File: src/rtl/lcd_bus_rx_if.sv
// 8080-style LCD write bus: data byte, WR strobe, D/C select.
interface lcd_bus_rx_if;
  logic [7:0] lcd_data;
  logic       lcd_wr;
  logic       lcd_dc;

  modport master (output lcd_data, lcd_wr, lcd_dc);
  modport slave  (input  lcd_data, lcd_wr, lcd_dc);
endinterface

File: src/rtl/lcd_bus_rx.sv
// Receive side of an 8080 LCD write bus: decodes CASET/PASET/RAMWR and
// streams RGB565 pixels with their window coordinates.
module lcd_bus_rx #(
  parameter int H_RES = 320,
  parameter int V_RES = 96,
  parameter int COL_W = 10,
  parameter int ROW_W = 7
) (
  input  logic              i_clk,
  input  logic              i_res_n,
  lcd_bus_rx_if.slave       bus,
  output logic              o_pix_valid,
  output logic [15:0]       o_pix_data,
  output logic [COL_W-1:0]  o_pix_x,
  output logic [ROW_W-1:0]  o_pix_y,
  output logic              o_frame_start,
  output logic              o_frame_end,
  output logic              o_unk_cmd,
  output logic              o_win_err
);

  localparam logic [1:0] S_IDLE  = 2'd0;
  localparam logic [1:0] S_CASET = 2'd1;
  localparam logic [1:0] S_PASET = 2'd2;
  localparam logic [1:0] S_RAMWR = 2'd3;

  logic [7:0]       r_data;
  logic             r_wr, r_wr_d, r_dc;
  logic [1:0]       r_state, r_pcnt;
  logic [23:0]      r_sh;
  logic [15:0]      r_sc, r_ec, r_sp, r_ep;
  logic [COL_W-1:0] r_x;
  logic [ROW_W-1:0] r_y;
  logic             r_phase, r_first;
  logic [7:0]       r_hi;
  logic             r_s1_vld, r_s1_fs, r_s1_fe;
  logic [15:0]      r_s1_data;
  logic [COL_W-1:0] r_s1_x;
  logic [ROW_W-1:0] r_s1_y;

  logic w_evt, w_win_ok, w_x_end, w_y_end, w_at_start;

  assign w_evt      = r_wr & ~r_wr_d;
  assign w_win_ok   = (r_sc <= r_ec) && (r_ec < 16'(H_RES)) &&
                      (r_sp <= r_ep) && (r_ep < 16'(V_RES));
  assign w_x_end    = (16'(r_x) == r_ec);
  assign w_y_end    = (16'(r_y) == r_ep);
  assign w_at_start = (16'(r_x) == r_sc) && (16'(r_y) == r_sp);

  always_ff @(posedge i_clk or negedge i_res_n) begin
    if (!i_res_n) begin
      r_data <= '0;
      r_wr   <= 1'b0;
      r_wr_d <= 1'b0;
      r_dc   <= 1'b0;
    end else begin
      r_data <= bus.lcd_data;
      r_wr   <= bus.lcd_wr;
      r_wr_d <= r_wr;
      r_dc   <= bus.lcd_dc;
    end
  end

  always_ff @(posedge i_clk or negedge i_res_n) begin
    if (!i_res_n) begin
      r_state   <= S_IDLE;
      r_pcnt    <= '0;
      r_sh      <= '0;
      r_sc      <= '0;
      r_ec      <= 16'(H_RES - 1);
      r_sp      <= '0;
      r_ep      <= 16'(V_RES - 1);
      r_x       <= '0;
      r_y       <= '0;
      r_phase   <= 1'b0;
      r_first   <= 1'b0;
      r_hi      <= '0;
      r_s1_vld  <= 1'b0;
      r_s1_fs   <= 1'b0;
      r_s1_fe   <= 1'b0;
      r_s1_data <= '0;
      r_s1_x    <= '0;
      r_s1_y    <= '0;
      o_unk_cmd <= 1'b0;
      o_win_err <= 1'b0;
    end else begin
      r_s1_vld  <= 1'b0;
      o_unk_cmd <= 1'b0;
      o_win_err <= 1'b0;
      if (w_evt && !r_dc) begin
        // any command restarts decoding and drops a half-received pixel
        r_phase <= 1'b0;
        r_pcnt  <= '0;
        case (r_data)
          8'h2A: r_state <= S_CASET;
          8'h2B: r_state <= S_PASET;
          8'h2C: begin
            if (w_win_ok) begin
              r_state <= S_RAMWR;
              r_x     <= r_sc[COL_W-1:0];
              r_y     <= r_sp[ROW_W-1:0];
              r_first <= 1'b1;
            end else begin
              r_state   <= S_IDLE;
              o_win_err <= 1'b1;
            end
          end
          default: begin
            r_state   <= S_IDLE;
            o_unk_cmd <= 1'b1;
          end
        endcase
      end else if (w_evt) begin
        case (r_state)
          S_CASET, S_PASET: begin
            r_sh   <= {r_sh[15:0], r_data};
            r_pcnt <= r_pcnt + 2'd1;
            if (r_pcnt == 2'd3) begin
              if (r_state == S_CASET) begin
                r_sc <= r_sh[23:8];
                r_ec <= {r_sh[7:0], r_data};
              end else begin
                r_sp <= r_sh[23:8];
                r_ep <= {r_sh[7:0], r_data};
              end
              r_state <= S_IDLE;
            end
          end
          S_RAMWR: begin
            if (!r_phase) begin
              r_hi    <= r_data;
              r_phase <= 1'b1;
            end else begin
              r_phase   <= 1'b0;
              r_s1_vld  <= 1'b1;
              r_s1_data <= {r_hi, r_data};
              r_s1_x    <= r_x;
              r_s1_y    <= r_y;
              r_s1_fs   <= r_first && w_at_start;
              r_s1_fe   <= w_x_end && w_y_end;
              // wrapping past the window end re-arms frame_start
              r_first   <= w_x_end && w_y_end;
              if (w_x_end) begin
                r_x <= r_sc[COL_W-1:0];
                r_y <= w_y_end ? r_sp[ROW_W-1:0] : r_y + ROW_W'(1);
              end else begin
                r_x <= r_x + COL_W'(1);
              end
            end
          end
          default: ;
        endcase
      end
    end
  end

  always_ff @(posedge i_clk or negedge i_res_n) begin
    if (!i_res_n) begin
      o_pix_valid   <= 1'b0;
      o_pix_data    <= '0;
      o_pix_x       <= '0;
      o_pix_y       <= '0;
      o_frame_start <= 1'b0;
      o_frame_end   <= 1'b0;
    end else begin
      o_pix_valid   <= r_s1_vld;
      o_frame_start <= r_s1_vld & r_s1_fs;
      o_frame_end   <= r_s1_vld & r_s1_fe;
      if (r_s1_vld) begin
        o_pix_data <= r_s1_data;
        o_pix_x    <= r_s1_x;
        o_pix_y    <= r_s1_y;
      end
    end
  end

endmodule

File: src/flat_wrapper.sv
// flat-port wrapper written by rule: the top's interface ports become plain ports
module lcd_bus_rx_flat 
#(
  parameter int H_RES = 320,
  parameter int V_RES = 96,
  parameter int COL_W = 10,
  parameter int ROW_W = 7
)
  (i_clk, i_res_n, o_pix_valid, o_pix_data, o_pix_x, o_pix_y, o_frame_start, o_frame_end, o_unk_cmd, o_win_err, bus_lcd_data, bus_lcd_wr, bus_lcd_dc);
  lcd_bus_rx_if bus_i ();
  input  logic i_clk;
  input  logic i_res_n;
  output logic o_pix_valid;
  output logic [15:0] o_pix_data;
  output logic [COL_W-1:0] o_pix_x;
  output logic [ROW_W-1:0] o_pix_y;
  output logic o_frame_start;
  output logic o_frame_end;
  output logic o_unk_cmd;
  output logic o_win_err;
  input wire logic [$bits(bus_i.lcd_data)-1:0] bus_lcd_data;
  input wire logic [$bits(bus_i.lcd_wr)-1:0] bus_lcd_wr;
  input wire logic [$bits(bus_i.lcd_dc)-1:0] bus_lcd_dc;
  assign bus_i.lcd_data = bus_lcd_data;
  assign bus_i.lcd_wr = bus_lcd_wr;
  assign bus_i.lcd_dc = bus_lcd_dc;
  lcd_bus_rx #(.H_RES(H_RES), .V_RES(V_RES), .COL_W(COL_W), .ROW_W(ROW_W)) u_core (.i_clk(i_clk), .i_res_n(i_res_n), .bus(bus_i), .o_pix_valid(o_pix_valid), .o_pix_data(o_pix_data), .o_pix_x(o_pix_x), .o_pix_y(o_pix_y), .o_frame_start(o_frame_start), .o_frame_end(o_frame_end), .o_unk_cmd(o_unk_cmd), .o_win_err(o_win_err));
endmodule
File: config.mk
export PLATFORM = sky130hd
export DESIGN_NAME = lcd_bus_rx_flat
export DESIGN_NICKNAME = d
export VERILOG_FILES = /design/src/rtl/lcd_bus_rx_if.sv /design/src/rtl/lcd_bus_rx.sv /design/src/flat_wrapper.sv
export SDC_FILE = /design/constraint.sdc
export NUM_CORES = 1
export LEC_CHECK = 0
export CAP_MARGIN = 20
export CORE_MARGIN = 2
export CORE_UTILIZATION = 35
export CTS_BUF_LIST = sky130_fd_sc_hd__clkbuf_16
export CTS_CLUSTER_SIZE = 8
export DETAILED_ROUTE_END_ITERATION = 7
export REMOVE_ABC_BUFFERS = 1
export SLEW_MARGIN = 20
export SYNTH_ARGS = -nofsm -noshare
export SYNTH_HDL_FRONTEND = slang
export SYNTH_SLANG_ARGS = --single-unit
File: constraint.sdc
create_clock -name i_clk -period 4.4 [get_ports i_clk]
set_input_delay 0.66 -clock i_clk [delete_from_list [all_inputs] [get_ports i_clk]]
set_output_delay 0.66 -clock i_clk [all_outputs]
set_load 0.01 [all_outputs]
==> results.md <==
* Status: finished, violations left
* Failing checks: DRC
* Setup total negative slack at 0 ns
* Post-synth ARST share at between 90% and 100%
* Switching pwr at between 0.8 and 0.9 mW
* Fin. Hold Viols at 0
* CTS root buf: clkbuf_16
* Fin crit period at 2.95 ns
* Comb power frac at under 10%
* Area growth, synth to finish at 17.7%
* Antenna Diode Count at 0
* Worst Skew at slightly above 0.02 ns
* Final setup margin at 1.45 ns
* Most common cell after layout, fill and taps aside: dfrtp_1
* Global Route Usage Sum at between 10% and 20%
* Reg2reg path depth at 10
* CTS tree: done
* Number of flops mapped to enable cells by yosys at 0
* Sw frac at between 20 and 25%
* Initial core utilization at 35.7%
* Routed Antenna Nets at 0
* Worst r2r dst: u_core.r_y[0]
* Chip width at 167 um
* Largest net degree at the start of global routing at about 120
* Clock Pin Slew Worst Setup and Hold Paths at around 0.05 ns
* H-Tree Level Count at 1
* P_int at about 3.2 mW
* Max-Cap Viols at 0
* First-pass GRT wire length at between 30000 and 40000 um
* TritonCTS Buffers at 29
* Clock power frac at 49.1%
* Worst Max-Slew Pin Slew at 0.929 ns
* Most common flop cell mapped by yosys: dfrtp_1
* Fmax at 339 MHz
* Die area at 28000 um2
* Initial antenna violation count at 0
* # Post-CTS Setup Buffers at 0
* CTS max path bufs at 3
* Number of cell rows at between 50 and 60
* Top cells by area, synth: dfrtp_1, mux2_2, ha_1
* Worst Path Required at just under 5 ns
* Post-Syn Instances at about 790
* Setup violations, final at 0
* # DRC at 6
* Initial detailed-routing violation count at 355
* Overflow after GRT at 0
* Final count of pins violating max slew at 0
* Post-Place Worst Slack at approximately 1.4 ns
* Via-to-Cell Ratio at approximately 5.0
* Placer Congestion at 0.836
* Unrepaired setup endpoints after global routing: false
* Final period util at about two thirds
* Num ports at 50
* Setup slack, reg-to-reg at 1.45 ns
* Flop pwr share at a little under half
* Clk_lat worst skew at between 0.5 and 0.6 ns
* Port buffer count at between 40 and 50
* Max FO, Critical Path at 14
* Max transition margin at between 30% and 40%
* Core area at between 20000 and 30000 um2
* Max VDD drop at between 0.2 and 0.25 mV
* Power per cell area at 369 nW/um2
* Critical Setup Path Class: reg2reg
* Reg2reg start: u_core.r_ec[1]
* DRT Pass-1 Iters at 6
* Most frequent cells in the layout: dfrtp_1, mux2_2, nand2_1
* Avg Cell Area, Syn at around 12 um2
* Worst Setup End Kind: register
* WL final at about 20000 um
* Die span in y at approximately 170 um
* Hold Path Class: in2async
* Share of cells above drive strength 1 at 23.9%
* Vias in the first global route at approximately 6000
* Hold-fix buffers at CTS at 0
* Startpoint Class: register
* Yosys cell types at just over 60
* Sink Count at around 200
* CP arrival at between 3 and 4 ns
* Sequential area share after synthesis at between 50% and 60%
* DP HPWL at around 14000 um
* Syn Std Cell Area at between 9000 and 10000 um2
* Leak pwr at approximately 5.4 nW
* Yosys top cell area share at 51.2%
* Area leader, netlist: dfrtp_1
* Vias at about 6000
* Synth warnings at 0
* PostCTS Resize Cnt at 0
* Routed length per placed instance at 16.8 um
* Nets at 886
* Synthesized flop and latch total at 204
## logic make-up after synthesis
logic type,synth area share (%)
mux,15.9
xor+xnor,3.19
simple gates,10.9
fa+ha+maj,4.96
buf+inv,3.39
compound gates,6.65
flops,54.9
## power by group through the flow
stage          clock, mW  combinational [mW]  sequential, mW
2_1_floorplan          0              0.0685            1.94
4_1_cts             2.04               0.138            1.93
6_report            1.99               0.134            1.93
5_1_grt             2.12               0.154            1.93
3_5_place_dp           0               0.138            1.96
3_3_place_gp           0               0.136            1.96
## registers in the layout, summed over array words and instances (netlist names), 2 cells and up
name	count
u_core.r_ec	16
u_core.r_x	10
u_core.r_pcnt	2
u_core.o_pix_y	7
u_core.r_data	8
u_core.r_s1_y	7
u_core.o_pix_x	10
u_core.r_sc	16
u_core.r_s1_x	10
u_core.r_s1_data	16
u_core.o_pix_data	16
u_core.r_hi	8
u_core.r_sh	24
u_core.r_y	7
u_core.r_state	2
u_core.r_sp	16
u_core.r_ep	16
## worst max-delay path by stage
stage | startpoint | to | depth (start not counted)
2_1_floorplan | u_core.r_state[0] | u_core.r_sc[6] | 4
3_3_place_gp | u_core.r_ep[1] | u_core.r_y[0] | 10
3_5_place_dp | u_core.r_ec[1] | u_core.r_y[0] | 10
4_1_cts | u_core.r_ec[1] | u_core.r_y[0] | 10
5_1_grt | u_core.r_ep[1] | u_core.r_first | 10
6_report | u_core.r_ec[1] | u_core.r_y[0] | 10
## critical path, stage by stage, from the launching register on
cell and delay [ns]:
dfstp_2 0.54, inv_1 0.05, ha_1 0.29, nor2b_2 0.16, o211ai_2 0.12, a2111oi_0 0.10, a211oi_1 0.30, o211ai_2 0.20
o32ai_4 0.65, o21ai_1 0.15, mux2_4 0.28
## cell usage after synthesis, types with 3 or more instances
| cell type | n |
|---|---|
| dfrtp_1 | 191 |
| nand3_1 | 21 |
| mux2_2 | 128 |
| o21a_1 | 3 |
| o21ai_0 | 20 |
| buf_2 | 15 |
| ha_1 | 37 |
| nand2b_1 | 8 |
| inv_1 | 38 |
| nor3_1 | 5 |
| and3_1 | 5 |
| dfstp_2 | 13 |
| a21oi_2 | 7 |
| nor4_1 | 11 |
| a21oi_1 | 37 |
| nand4_1 | 16 |
| xor2_1 | 18 |
| o22ai_1 | 5 |
| clkbuf_1 | 17 |
| nor2b_1 | 3 |
| nor2_1 | 9 |
| xnor2_1 | 16 |
| nand2_1 | 115 |
## per-layer routing
layer,GRT usage (%),share of wire (%),up-vias
met1,20.9,48,2972
met5,0,0,-
met3,1.87,3.0,38
met2,23.9,46,85
met4,4.23,2.7,0
li1,-,-,2846
## final cells by class
class / count / area (um2)
clock buffers: 29 / 726
clock inverters: 23 / 113
fillers: 2494 / 15200
inverters: 39 / 146
multi-input cells: 506 / 3890
flip-flops and latches: 204 / 5120
well taps: 335 / 419
repair buffers: 57 / 567
## per-stage QoR
| stage | total power [mW] | hold slack [ns] | std cells | cell area (um2) | utilization, % |
|---|---|---|---|---|---|
| 3_3_place_gp | 2.09 | 0.388 | 1141 | 10100 | 38.8 |
| 3_5_place_dp | 2.10 | 0.407 | 1141 | 10100 | 38.8 |
| 5_1_grt | 4.21 | 0.350 | 1193 | 11000 | 42.0 |
| 4_1_cts | 4.11 | 0.306 | 1193 | 11000 | 42.0 |
| 2_1_floorplan | 2.01 | 0.364 | 749 | 9160 | - |
| 6_report | 4.05 | 0.247 | 1193 | 11000 | 42.0 |
Note: power is estimated with default switching activity, not from simulation.
